## src/rtl/uart_arb_pkg.sv

```systemverilog
// Shared types and default constants for the UART TX arbiter.
package uart_arb_pkg;

   localparam int unsigned N_DEFAULT       = 4;
   localparam int unsigned TIMEOUT_DEFAULT = 64;

   typedef enum logic [1:0] {
      PAR_NONE  = 2'b00,
      PAR_EVEN  = 2'b01,
      PAR_ODD   = 2'b10,
      PAR_NONE2 = 2'b11
   } parity_mode_e;

   typedef enum logic [1:0] {
      S_IDLE      = 2'd0,
      S_WAIT_BUSY = 2'd1,
      S_WAIT_DONE = 2'd2
   } arb_state_e;

endpackage

```

## src/rtl/uart_tx_arbiter_rr_arbiter_core.sv

```systemverilog
// Round-robin pick: rotating priority pointer, winner selection and pointer advance.
module rr_arbiter_core #(
   parameter int unsigned N   = 4,
   parameter int unsigned IDW = 2
) (
   input  logic           CLK,
   input  logic           RST,
   input  logic [N-1:0]   req,
   input  logic           advance,
   output logic [N-1:0]   win_oh,
   output logic [IDW-1:0] win_id,
   output logic           win_any
);

   logic [IDW-1:0] ptr_q;
   int unsigned    best_d;
   int unsigned    d;

   // Winner is the requester with the smallest rotated distance from the pointer.
   always_comb begin
      win_id  = '0;
      win_any = 1'b0;
      best_d  = N;
      d       = 0;
      for (int unsigned j = 0; j < N; j++) begin
         if (req[j]) begin
            d = (j >= 32'(ptr_q)) ? (j - 32'(ptr_q)) : (j + N - 32'(ptr_q));
            if (d < best_d) begin
               best_d  = d;
               win_id  = IDW'(j);
               win_any = 1'b1;
            end
         end
      end
   end

   always_comb begin
      win_oh = '0;
      for (int unsigned j = 0; j < N; j++) begin
         win_oh[j] = win_any && (win_id == IDW'(j));
      end
   end

   always_ff @(posedge CLK or posedge RST) begin
      if (RST) begin
         ptr_q <= '0;
      end else if (advance) begin
         ptr_q <= (32'(win_id) == N - 1) ? '0 : IDW'(win_id + IDW'(1));
      end
   end

endmodule

```

## src/rtl/uart_tx_arbiter.sv

```systemverilog
// Round-robin sharing of one UART transmitter among N requesters.
// Optional busy-rise timeout enabled by defining UART_ARB_TIMEOUT_EN.
module uart_tx_arbiter
   import uart_arb_pkg::*;
#(
   parameter int unsigned N              = N_DEFAULT,
   parameter int unsigned TIMEOUT_CYCLES = TIMEOUT_DEFAULT,
   localparam int unsigned IDW           = (N > 1) ? $clog2(N) : 1
) (
   input  logic           CLK,
   input  logic           RST,
   input  logic [N-1:0]   REQ,
   input  logic [8*N-1:0] REQ_DATA,
   input  logic [2*N-1:0] REQ_PARITY,
   output logic [N-1:0]   GNT,
   output logic           TX_VALID,
   output logic [7:0]     TX_DATA,
   output logic [1:0]     TX_PARITY_MODE,
   input  logic           TX_BUSY,
   output logic [IDW-1:0] ACTIVE_ID,
   output logic           IDLE,
   output logic           ERR
);

   arb_state_e     state_q, state_d;
   logic [N-1:0]   gnt_q, gnt_d;
   logic           valid_q, valid_d;
   logic [7:0]     data_q, data_d;
   parity_mode_e   par_q, par_d;
   logic [IDW-1:0] id_q, id_d;
   logic           idle_q;
   logic           advance;
   logic [N-1:0]   win_oh;
   logic [IDW-1:0] win_id;
   logic           win_any;

`ifdef UART_ARB_TIMEOUT_EN
   localparam int unsigned CW = $clog2(TIMEOUT_CYCLES + 1);
   logic [CW-1:0] cnt_q, cnt_d;
   logic          err_q, err_d;
`endif

   rr_arbiter_core #(.N(N), .IDW(IDW)) u_core (
      .CLK     (CLK),
      .RST     (RST),
      .req     (REQ),
      .advance (advance),
      .win_oh  (win_oh),
      .win_id  (win_id),
      .win_any (win_any)
   );

   always_comb begin
      state_d = state_q;
      gnt_d   = '0;
      valid_d = 1'b0;
      data_d  = data_q;
      par_d   = par_q;
      id_d    = id_q;
      advance = 1'b0;
`ifdef UART_ARB_TIMEOUT_EN
      cnt_d   = '0;
      err_d   = 1'b0;
`endif
      case (state_q)
         S_IDLE: begin
            if (win_any && !TX_BUSY) begin
               gnt_d   = win_oh;
               valid_d = 1'b1;
               id_d    = win_id;
               advance = 1'b1;
               state_d = S_WAIT_BUSY;
               for (int unsigned j = 0; j < N; j++) begin
                  if (win_oh[j]) begin
                     data_d = REQ_DATA[8*j +: 8];
                     par_d  = parity_mode_e'(REQ_PARITY[2*j +: 2]);
                  end
               end
            end
         end
         S_WAIT_BUSY: begin
            if (TX_BUSY) begin
               state_d = S_WAIT_DONE;
            end
`ifdef UART_ARB_TIMEOUT_EN
            // Frame is dropped on timeout; the pointer has already moved on.
            else if (cnt_q == CW'(TIMEOUT_CYCLES - 1)) begin
               err_d   = 1'b1;
               state_d = S_IDLE;
            end else begin
               cnt_d = cnt_q + CW'(1);
            end
`endif
         end
         S_WAIT_DONE: begin
            if (!TX_BUSY) begin
               state_d = S_IDLE;
            end
         end
         default: state_d = S_IDLE;
      endcase
   end

   always_ff @(posedge CLK or posedge RST) begin
      if (RST) begin
         state_q <= S_IDLE;
         gnt_q   <= '0;
         valid_q <= 1'b0;
         data_q  <= 8'h00;
         par_q   <= PAR_NONE;
         id_q    <= '0;
         idle_q  <= 1'b1;
      end else begin
         state_q <= state_d;
         gnt_q   <= gnt_d;
         valid_q <= valid_d;
         data_q  <= data_d;
         par_q   <= par_d;
         id_q    <= id_d;
         idle_q  <= (state_d == S_IDLE);
      end
   end

`ifdef UART_ARB_TIMEOUT_EN
   always_ff @(posedge CLK or posedge RST) begin
      if (RST) begin
         cnt_q <= '0;
         err_q <= 1'b0;
      end else begin
         cnt_q <= cnt_d;
         err_q <= err_d;
      end
   end
   assign ERR = err_q;
`else
   assign ERR = 1'b0;
`endif

   assign GNT            = gnt_q;
   assign TX_VALID       = valid_q;
   assign TX_DATA        = data_q;
   assign TX_PARITY_MODE = par_q;
   assign ACTIVE_ID      = id_q;
   assign IDLE           = idle_q;

endmodule

```

## config.mk

```make
export PLATFORM = sky130hd
export DESIGN_NAME = uart_tx_arbiter
export DESIGN_NICKNAME = d
export VERILOG_FILES = /design/src/rtl/uart_arb_pkg.sv /design/src/rtl/uart_tx_arbiter_rr_arbiter_core.sv /design/src/rtl/uart_tx_arbiter.sv
export SDC_FILE = /design/constraint.sdc
export NUM_CORES = 1
export LEC_CHECK = 0
export CAP_MARGIN = 20
export CORE_AREA = 2 2 63 65
export CTS_CLUSTER_DIAMETER = 120
export DETAILED_ROUTE_END_ITERATION = 7
export DIE_AREA = 0 0 65 67
export PLACE_DENSITY = 0.92
export SYNTH_ARGS = -nofsm -noshare
export SYNTH_HDL_FRONTEND = slang
export SYNTH_SLANG_ARGS = --single-unit
```

## constraint.sdc

```tcl
create_clock -name CLK -period 13.7 [get_ports CLK]
set_input_delay 2.74 -clock CLK [delete_from_list [all_inputs] [get_ports CLK]]
set_output_delay 2.74 -clock CLK [all_outputs]
set_load 0.02 [all_outputs]
```

### Yosys cells after proc, flatten, opt, wreduce, memory -nomap -nowiden

Cells that the tools add are included.

| storage, ports and cells | value |
|---|---|
| bits in registers | 22 |

| cells by class | value |
|---|---|
| $add $sub $neg | 8 |
| reductions and logical operators | 12 |
| mux-type cells | 40 |
| eq/ne operators | 5 |
| order comparisons | 7 |

Operator list:

| cell | count |
|---|---|
| $mux 32 | 9 |
| $lt 32x32->1 | 3 |
| $lt 32x3->1 const B | 1 |
| $mux 8 | 4 |
| $mux 2 | 13 |
| $sub 3x2->4 const A | 3 |
| $mux 1 | 11 |
| $mux 4 | 2 |
| $eq 2x2->1 const B | 3 |
| $logic_not 2->1 | 3 |
| $pmux 2 s3 | 1 |
| $sub 1x2->3 const A | 2 |
| $sub 2x2->3 const A | 2 |
| $logic_and 1x1->1 | 5 |
| $eq 2x1->1 const B | 2 |
| $ge 1x2->1 const A | 2 |
| $reduce_bool 4->1 | 1 |
| $reduce_and 3->1 | 1 |
| $add 2x1->2 const B | 1 |
| $ge 2x2->1 const A | 1 |
| $reduce_and 2->1 | 1 |
| $logic_not 1->1 | 1 |

### Longest topological paths before layout

Gate-level depths: netlist (run 1).

| depth | value |
|---|---|
| word-level depth | 20 |
| depth in mapped cells | 28 |
| depth with buffers taken out | 27 |

### Modules after synthesis

From an unflattened synthesis (run 1), not the netlist that was laid out.

| second synthesis, totals | value |
|---|---|
| cells, all modules | 161 |
| area total of the unflattened synthesis | 1,659.1 µm² |

By module, submodules not included:

| module | instances | cells each | area an instance (µm²) |
|---|---|---|---|
| uart_tx_arbiter | 1 | 94 | 1,117.3 |
| rr_arbiter_core | 1 | 67 | 541.8 |

### Worst setup path after synthesis (run 1)

No wires, ideal clock.

| timing path | value |
|---|---|
| kind | input -> register |
| start point | input port REQ[0] |
| end point | register data_q[6], in the netlist TX_DATA[6] |
| stages on the path | 20 |
| arrival | 6.730 ns |
| setup time | 0.127 ns |
| data required time | 13.573 ns |
| path slack | 6.842 ns |
| path through | ha_1 -> and2b_1 -> nand2_1 -> o31ai_1 -> ha_1 -> o211ai_2 -> nand2_1 -> a21oi_2 -> a21oi_1 -> ha_1 -> a21oi_1 -> o211ai_1 -> o211ai_2 -> nor3_1 -> inv_1 -> ha_1 -> or3_1 -> o21a_1 -> buf_6 -> mux2_1 |

| between the ends | value |
|---|---|
| longest elaborated chain between the ends | 15 |
| elaborated cells between the ends (all ways) | 35 |
| those cells by class | 3 x order compare; 3 x eq/ne; 21 x mux; 8 x reduce/logical |

Ends and longest elaborated chain:

| what | line | text |
|---|---|---|
| start: declaration | uart_tx_arbiter.sv:12 | `input logic [N-1:0] REQ,` |
| $mux 32 * | uart_tx_arbiter_rr_arbiter_core.sv:26 | `if (req[j]) begin` |
| $lt 32x32->1 | uart_tx_arbiter_rr_arbiter_core.sv:28 | `if (d < best_d) begin` |
| $mux 32 | uart_tx_arbiter_rr_arbiter_core.sv:28 |  |
| $mux 32 * | uart_tx_arbiter_rr_arbiter_core.sv:26 |  |
| $lt 32x32->1 | uart_tx_arbiter_rr_arbiter_core.sv:28 |  |
| $mux 32 | uart_tx_arbiter_rr_arbiter_core.sv:28 |  |
| $mux 32 | uart_tx_arbiter_rr_arbiter_core.sv:26 |  |
| $lt 32x32->1 | uart_tx_arbiter_rr_arbiter_core.sv:28 |  |
| $mux 2 | uart_tx_arbiter_rr_arbiter_core.sv:28 |  |
| $mux 2 * | uart_tx_arbiter_rr_arbiter_core.sv:26 |  |
| via u_core.win_id[1] | uart_tx_arbiter_rr_arbiter_core.sv:11 | `output logic [IDW-1:0] win_id,` |
| $eq 2x1->1 | uart_tx_arbiter_rr_arbiter_core.sv:40 | `win_oh[j] = win_any && (win_id == IDW'(j));` |
| $logic_and 1x1->1 | uart_tx_arbiter_rr_arbiter_core.sv:40 |  |
| $mux 8 (3 in a row) | uart_tx_arbiter.sv:74 | `if (win_oh[j]) begin` |
| end signal: assignment | uart_tx_arbiter.sv:117 | `data_q <= data_d;` |
| end: declaration | uart_tx_arbiter.sv:28 | `logic [7:0] data_q, data_d;` |

The timed path passes the listed nets; every way through them passes the cells marked *.
A chain may end at the register's enable or synchronous reset.

### Worst setup path after layout (run 1)

Ends and elaborated chain as after synthesis.

==> results of run 1 <==
[cell usage after synthesis (2+ instances only)]
master	instances	share of area (%)
o211ai_2	2	1.5
nor2_1	15	3.4
a31oi_1	10	3.8
nor3_1	4	1.2
clkbuf_1	5	1.1
inv_1	11	2.5
o31ai_1	9	4.1
buf_6	2	1.4
nor2b_1	20	7.5
and2_1	6	2.3
o21ai_0	10	3.0
nor3b_1	2	0.90
nand2_1	9	2.0
nand3_1	9	2.7
a21oi_1	10	3.0
or3_1	2	0.75
ha_1	14	11
a21oi_2	2	1.1
dfrtp_1	21	32
o22ai_1	3	1.1
o21a_1	4	1.8
conb_1	2	0.45
o211ai_1	3	1.4
[flip-flops by register name, summed over array words and instances (netlist names)]
| name | count |
|---|---|
| ACTIVE_ID | 2 |
| TX_DATA | 8 |
| u_core.ptr_q | 2 |
| state_q | 2 |
| TX_VALID | 1 |
| IDLE | 1 |
| TX_PARITY_MODE | 2 |
| GNT | 4 |
[cell families (layout without fill, tap and decap cells)]
group	count (synthesis)	after routing	synth area share, %
multiplexers	2	2	1.58
XOR/XNOR	1	1	0.526
other	2	3	0.451
AO/OA/AOI/OAI	56	56	23.0
flip-flops	22	22	33.1
adder cells (fa/ha/maj)	14	14	10.5
AND/OR/NAND/NOR	75	75	25.1
buffers and inverters	20	79	5.71
[worst max path at each step]
stage	startpoint	to
2_1_floorplan	REQ[0]	TX_DATA[6]$_DFFE_PP0P_
6_report	REQ[0]	TX_DATA[6]$_DFFE_PP0P_
4_1_cts	REQ[0]	TX_DATA[6]$_DFFE_PP0P_
3_3_place_gp	REQ[0]	TX_DATA[6]$_DFFE_PP0P_
5_1_grt	REQ[0]	TX_DATA[6]$_DFFE_PP0P_
3_5_place_dp	REQ[0]	TX_DATA[6]$_DFFE_PP0P_
[routing by layer]
layer,part of all wire (%),global-route usage [%],up-vias
met2,50,35.1,63
met1,44,27.7,752
met4,1.6,8.24,0
li1,-,-,792
met3,4.4,2.70,10
met5,0,0,-
[cells in the final DEF (no fill, tap or decap), drive strengths merged]
cell type	instances
xor2	1
o21ai	11
o22ai	3
nand2	10
a21oi	12
nor2b	20
and2b	1
and2	6
or3	2
clkdlybuf4s50	64
a31oi	12
nand3	9
o211ai	5
o21a	4
and3	1
nand2b	1
o31ai	9
conb	3
nor4	1
inv	11
bufinv	1
ha	14
mux2	2
nor3	6
nand3b	1
dfstp	1
clkbuf	3
dfrtp	21
nor2	15
nor3b	2
[per-stage QoR]
stage | power [W] | setup slack (ps) | cells | cell area [um2]
2_1_floorplan | 0.000397 | 6840 | 193 | 1670
3_3_place_gp | 0.000490 | 5610 | 296 | 2320
3_5_place_dp | 0.000505 | 5390 | 296 | 2320
4_1_cts | 0.000569 | 5660 | 300 | 2390
5_1_grt | 0.000622 | 5230 | 300 | 2390
6_report | 0.000572 | 5600 | 300 | 2390
[power groups by stage]
stage	clock, W	sequential [W]	combinational [W]
final	0.0000610	0.000110	0.000401
after floorplan	0	0.000136	0.000260
after global routing	0.0000658	0.000113	0.000443
after global placement	0	0.000111	0.000379
after detailed placement	0	0.000112	0.000394
after CTS	0.0000617	0.000110	0.000397
[layout make-up]
type | count | area [um2] | share of cell area [%]
clock buffers | 3 | 41.3 | 1.73
clock inverters | 1 | 30.0 | 1.26
inverters | 11 | 41.3 | 1.73
multi-input cells | 151 | 1020 | 42.8
flip-flops and latches | 22 | 552 | 23.1
well taps | 48 | 60.1 | 2.52
repair buffers | 64 | 641 | 26.8
==> impl_metrics.ini, run 1 <==
[timing]
fmax_mhz = 123
whs_ps = 492
tns_ps = 0
slew-limit-headroom_pct = 45.6
tightestPinTransition_ps = 815
skew_ps = 1.54
rsz0062_at_grt = false
setup_viol = 0
min_period_ps = 8100
slew_viol_final = 0
layout_worst_path_cycle_share_pct = 59.1
finalHoldViolCount = 0

[worst_setup_path]
rr_endpoint = TX_DATA[6]$_DFFE_PP0P_
cp.depth = 20
r2r_setup_slack_ps = 7760
crit_type = input port to flip-flop
slowest_delay_ps = 550
r2r-start = u_core.ptr_q[1]$_DFFE_PP0P_
cp_top_family = compound AO/OA/AOI/OAI gates
crit_slowest_cell = clkdlybuf4s50_1
crit_arrival_ps = 8250
cp-end-kind = flip-flop
crit_buf_inv = 2
cp-start-kind = input port
cp.required_ps = 13850
crit_chain = clkdlybuf4s50_1, ha_1, and2b_1, nand2_1, o31ai_1, ha_1, o211ai_2, nand2_1, a21oi_2, a21oi_1, ha_1, a21oi_1, o211ai_1, o211ai_2, nor3_1, inv_1, ha_1, or3_1, o21a_1, mux2_1
path_max_fanout = 23
crit_top_cell = ha_1
reg2regPathDepth = 23

[detailed_routing]
vias = 1617
wl_per_cell_um = 14.6
viasPerCell = 5.39
drcViolationCount = 0
drtAntennaViolNets = 0
drtIter0Drc = 137
wl_um = 4390
first_pass_iters = 6

[run]
cap_violations = 0

[pwr]
power_leakage_nw = 0.998
sw_frac_of_total_pct = 46.0
pwr-share-comb_pct = 70.1
power_switching_w = 0.000263
seq_power_share_pct = 19.2
intPower_w = 0.000309
p_per_area_nw_per_um2 = 240
clkPwrFrac_pct = 10.7
ir_drop_uv = 136

[run_status]
status = completed

[final_layout]
fillers = 274
post-route-util_pct = 66.2
drive_gt1_share_pct = 6.35
nets = 314
diodes = 0
area_delta_synth_final_pct = 43.4

[synthesis]
syn_area_um2 = 1670
yosysWarnings = 0
synthFlopType = dfrtp_1
ys_seq_elements = 22
syn_avg_cell_area_um2 = 8.67
ys_types = 40
syn-instance-count = 192
async_reset_ff_share_pct = 100
ys_seq_area_share_pct = 33.1
synth_edf_count = 0

[floorplanning]
initial_core_util_pct = 46.2
die_y_um = 67
dieArea_um2 = 4360
fp.dieW_um = 65
io_pins = 66
std_cell_rows = 22
coreArea_um2 = 3610

[placed_design]
portBuffers = 64
gp_congestion = 0.886
dp_hpwl_um = 3340

[cts]
tritoncts = built
ctsHoldBuffers = 0
cts_buffer_depth = 2
clk_pin_slew_ps = 80
h-tree-depth = 1
root_buffer = clkbuf_8
numCtsBuffers = 3
post_cts_resized = 0
cts_setup_buffers = 0
clk_latency_ps = 260
cts_sinks = 22

[hold_path]
hold_class = flip-flop to flip-flop
hp-start = TX_DATA[6]$_DFFE_PP0P_
holdPathStages = 1
min_to = TX_DATA[6]$_DFFE_PP0P_

[global_routing]
overflow = 0
first_global_vias = 1569
grt_pass1_wl_um = 7180
antenna_found_initial = 0
grt.total_usage_pct = 21.1
grt_start_max_net_pins = 24
Power figures use the tool's default switching activity.
==> run 2: changes to the inputs <==
--- a/config.mk
+++ b/config.mk
@@ -6,11 +6,11 @@
 export NUM_CORES = 1
 export LEC_CHECK = 0
 export CAP_MARGIN = 20
-export CORE_AREA = 2 2 63 65
+export CORE_AREA = 2 2 69 71
 export CTS_CLUSTER_DIAMETER = 120
 export DETAILED_ROUTE_END_ITERATION = 7
-export DIE_AREA = 0 0 65 67
-export PLACE_DENSITY = 0.92
+export DIE_AREA = 0 0 71 73
+export PLACE_DENSITY = 0.83
 export SYNTH_ARGS = -nofsm -noshare
 export SYNTH_HDL_FRONTEND = slang
 export SYNTH_SLANG_ARGS = --single-unit
==> constraint.sdc (replaced) <==
create_clock -name CLK -period 7.31 [get_ports CLK]
set_input_delay 1.462 -clock CLK [delete_from_list [all_inputs] [get_ports CLK]]
set_output_delay 1.462 -clock CLK [all_outputs]
set_load 0.02 [all_outputs]
==> run 2 against run 1 <==
Net effect:
- worst hold slack gained 21 ps
- design area shrank 0.47%
- setup slack lost 4900 ps
- sequential share of layout area grew 0.11 points
- via count shrank 2.2%
- power grew 79%
- final cell count grew 2.3%
- clock skew grew 5.6 ps
- count of clock-buffer cells in the layout grew 1
- critical path depth is the same
- clock power grew 28%
- largest cell class unchanged
- register-to-register slack lost 6200 ps
==> impl_metrics.ini, run 2 (synthesis results as in run 1) <==
[timing]
skew_ps = 7.17
rsz0062_at_grt = false
min_period_ps = 6640
fmax_mhz = 151
tightestPinTransition_ps = 834
tns_ps = 0
layout_worst_path_cycle_share_pct = 90.8
setup_viol = 0
slew_viol_final = 0
finalHoldViolCount = 0
slew-limit-headroom_pct = 44.3
whs_ps = 513

[placed_design]
portBuffers = 64
dp.cells = 303
gp_congestion = 0.860
dp_hpwl_um = 3300

[cts]
root_buffer = clkbuf_8
cts_setup_buffers = 0
cts_sinks = 22
numCtsBuffers = 3
clk_pin_slew_ps = 80
cts_buffer_depth = 2
ctsHoldBuffers = 0
tritoncts = built
post_cts_resized = 0
h-tree-depth = 1
clk_latency_ps = 260

[run]
cap_violations = 0

[worst_setup_path]
path_max_fanout = 19
crit_type = input port to flip-flop
cp-end-kind = flip-flop
r2r_setup_slack_ps = 1580
crit_arrival_ps = 6790
cp-start-kind = input port
cp.required_ps = 7460

[floorplanning]
std_cell_rows = 25
initial_core_util_pct = 36.7
die_y_um = 73
dieArea_um2 = 5180
io_pins = 66
fp.dieW_um = 71
coreArea_um2 = 4540

[hold_path]
hold_class = flip-flop to flip-flop

[detailed_routing]
vias = 1581
viasPerCell = 5.15
routedLengthMet1_um = 1780
drtIter0Drc = 97
first_pass_iters = 4
wl_met2_um = 2110
wl_um = 4180
drtAntennaViolNets = 0
maxUsedRoutingLayer = met4
drcViolationCount = 0
wl_per_cell_um = 13.6
routed-wl-met3_um = 221

[final_layout]
largest_register_ffs = 8
final_common_cell = clkdlybuf4s50_1
drive_gt1_share_pct = 6.32
area_delta_synth_final_pct = 42.7
final_cell_mix = clkdlybuf4s50_1 (64), dfrtp_1 (21), nor2b_1 (20), nor2_1 (15), ha_1 (14)
layoutNonFillerInstCount = 307
diodes = 0
nets = 315
post-route-util_pct = 52.4

[pwr]
power_leakage_nw = 0.991
ir_drop_uv = 210
p_per_area_nw_per_um2 = 430

[global_routing]
grt.total_usage_pct = 15.7
antenna_found_initial = 0
overflow = 0
grt_start_max_net_pins = 24
grt_pass1_wl_um = 6550
first_global_vias = 1422

[run_status]
status = completed
[run 2: cell types whose count changed in the layout (fill, tap and decap cells not counted)]
cell	delta
bufinv_16	-1
clkbuf_1	+1
buf_4	+1
[run 2: area by class of cell]
cell class,instances,area [um2]
flip-flops and latches,22,552
fillers,429,2160
inverters,11,41.3
clock buffers,4,45.0
well taps,54,67.6
repair buffers,65,648
multi-input cells,151,1020
[run 2: worst max-delay path, stage by stage]
cell and delay, ps:
clkdlybuf4s50_1 560, ha_1 260, and2b_1 260, nand2_1 130, o31ai_1 340, ha_1 320, o211ai_2 180, nand2_1 110
a21oi_2 230, a21oi_1 110, ha_1 300, a21oi_1 80, o211ai_1 210, o211ai_2 130, nor3_1 430, inv_1 120
ha_1 360, or3_1 420, o21a_1 390, mux2_1 390
[run 2: per-layer routing]
metal | track usage, % | vias to the layer above
met1 | 21.0 | 736
met5 | 0 | -
met3 | 2.76 | 8
met4 | 5.45 | 0
met2 | 25.8 | 43
li1 | - | 794
[run 2: path summary, 6_finish.rpt]
| check | end | depth (start not counted) | startpoint |
|---|---|---|---|
| max in group asynchronous | u_core.ptr_q[1]$_DFFE_PP0P_ | 2 | RST |
| min reg2reg | TX_DATA[6]$_DFFE_PP0P_ | 1 | TX_DATA[6]$_DFFE_PP0P_ |
| max | TX_DATA[6]$_DFFE_PP0P_ | 20 | REQ[0] |
| max reg2reg | TX_DATA[6]$_DFFE_PP0P_ | 23 | u_core.ptr_q[1]$_DFFE_PP0P_ |
| min in group asynchronous | TX_DATA[5]$_DFFE_PP0P_ | 2 | RST |
| min | TX_DATA[6]$_DFFE_PP0P_ | 1 | TX_DATA[6]$_DFFE_PP0P_ |
[run 2: where the power goes]
group | switching, W | internal [W] | total [W]
combinational | 0.000402 | 0.000334 | 0.000736
sequential | 0.0000337 | 0.000173 | 0.000207
clock | 0.0000394 | 0.0000389 | 0.0000783
[run 2: per-stage QoR]
| stage | total power [W] | setup slack (ps) | cell area, um2 |
|---|---|---|---|
| floorplan | 0.000744 | 1730 | 1670 |
| global placement | 0.000931 | 560 | 2330 |
| detailed placement | 0.000943 | 429 | 2330 |
| CTS | 0.00102 | 695 | 2380 |
| global route | 0.00111 | 278 | 2380 |
| finish | 0.00102 | 671 | 2380 |
==> run 3: changes to the inputs <==
--- a/config.mk
+++ b/config.mk
@@ -11,6 +11,7 @@
 export DETAILED_ROUTE_END_ITERATION = 7
 export DIE_AREA = 0 0 71 73
 export PLACE_DENSITY = 0.83
+export SKIP_CTS_REPAIR_TIMING = 1
 export SYNTH_ARGS = -nofsm -noshare
 export SYNTH_HDL_FRONTEND = slang
 export SYNTH_SLANG_ARGS = --single-unit
==> results of run 3 <==
Same layout as run 2: the final DEF is identical, and so are final timing and power.
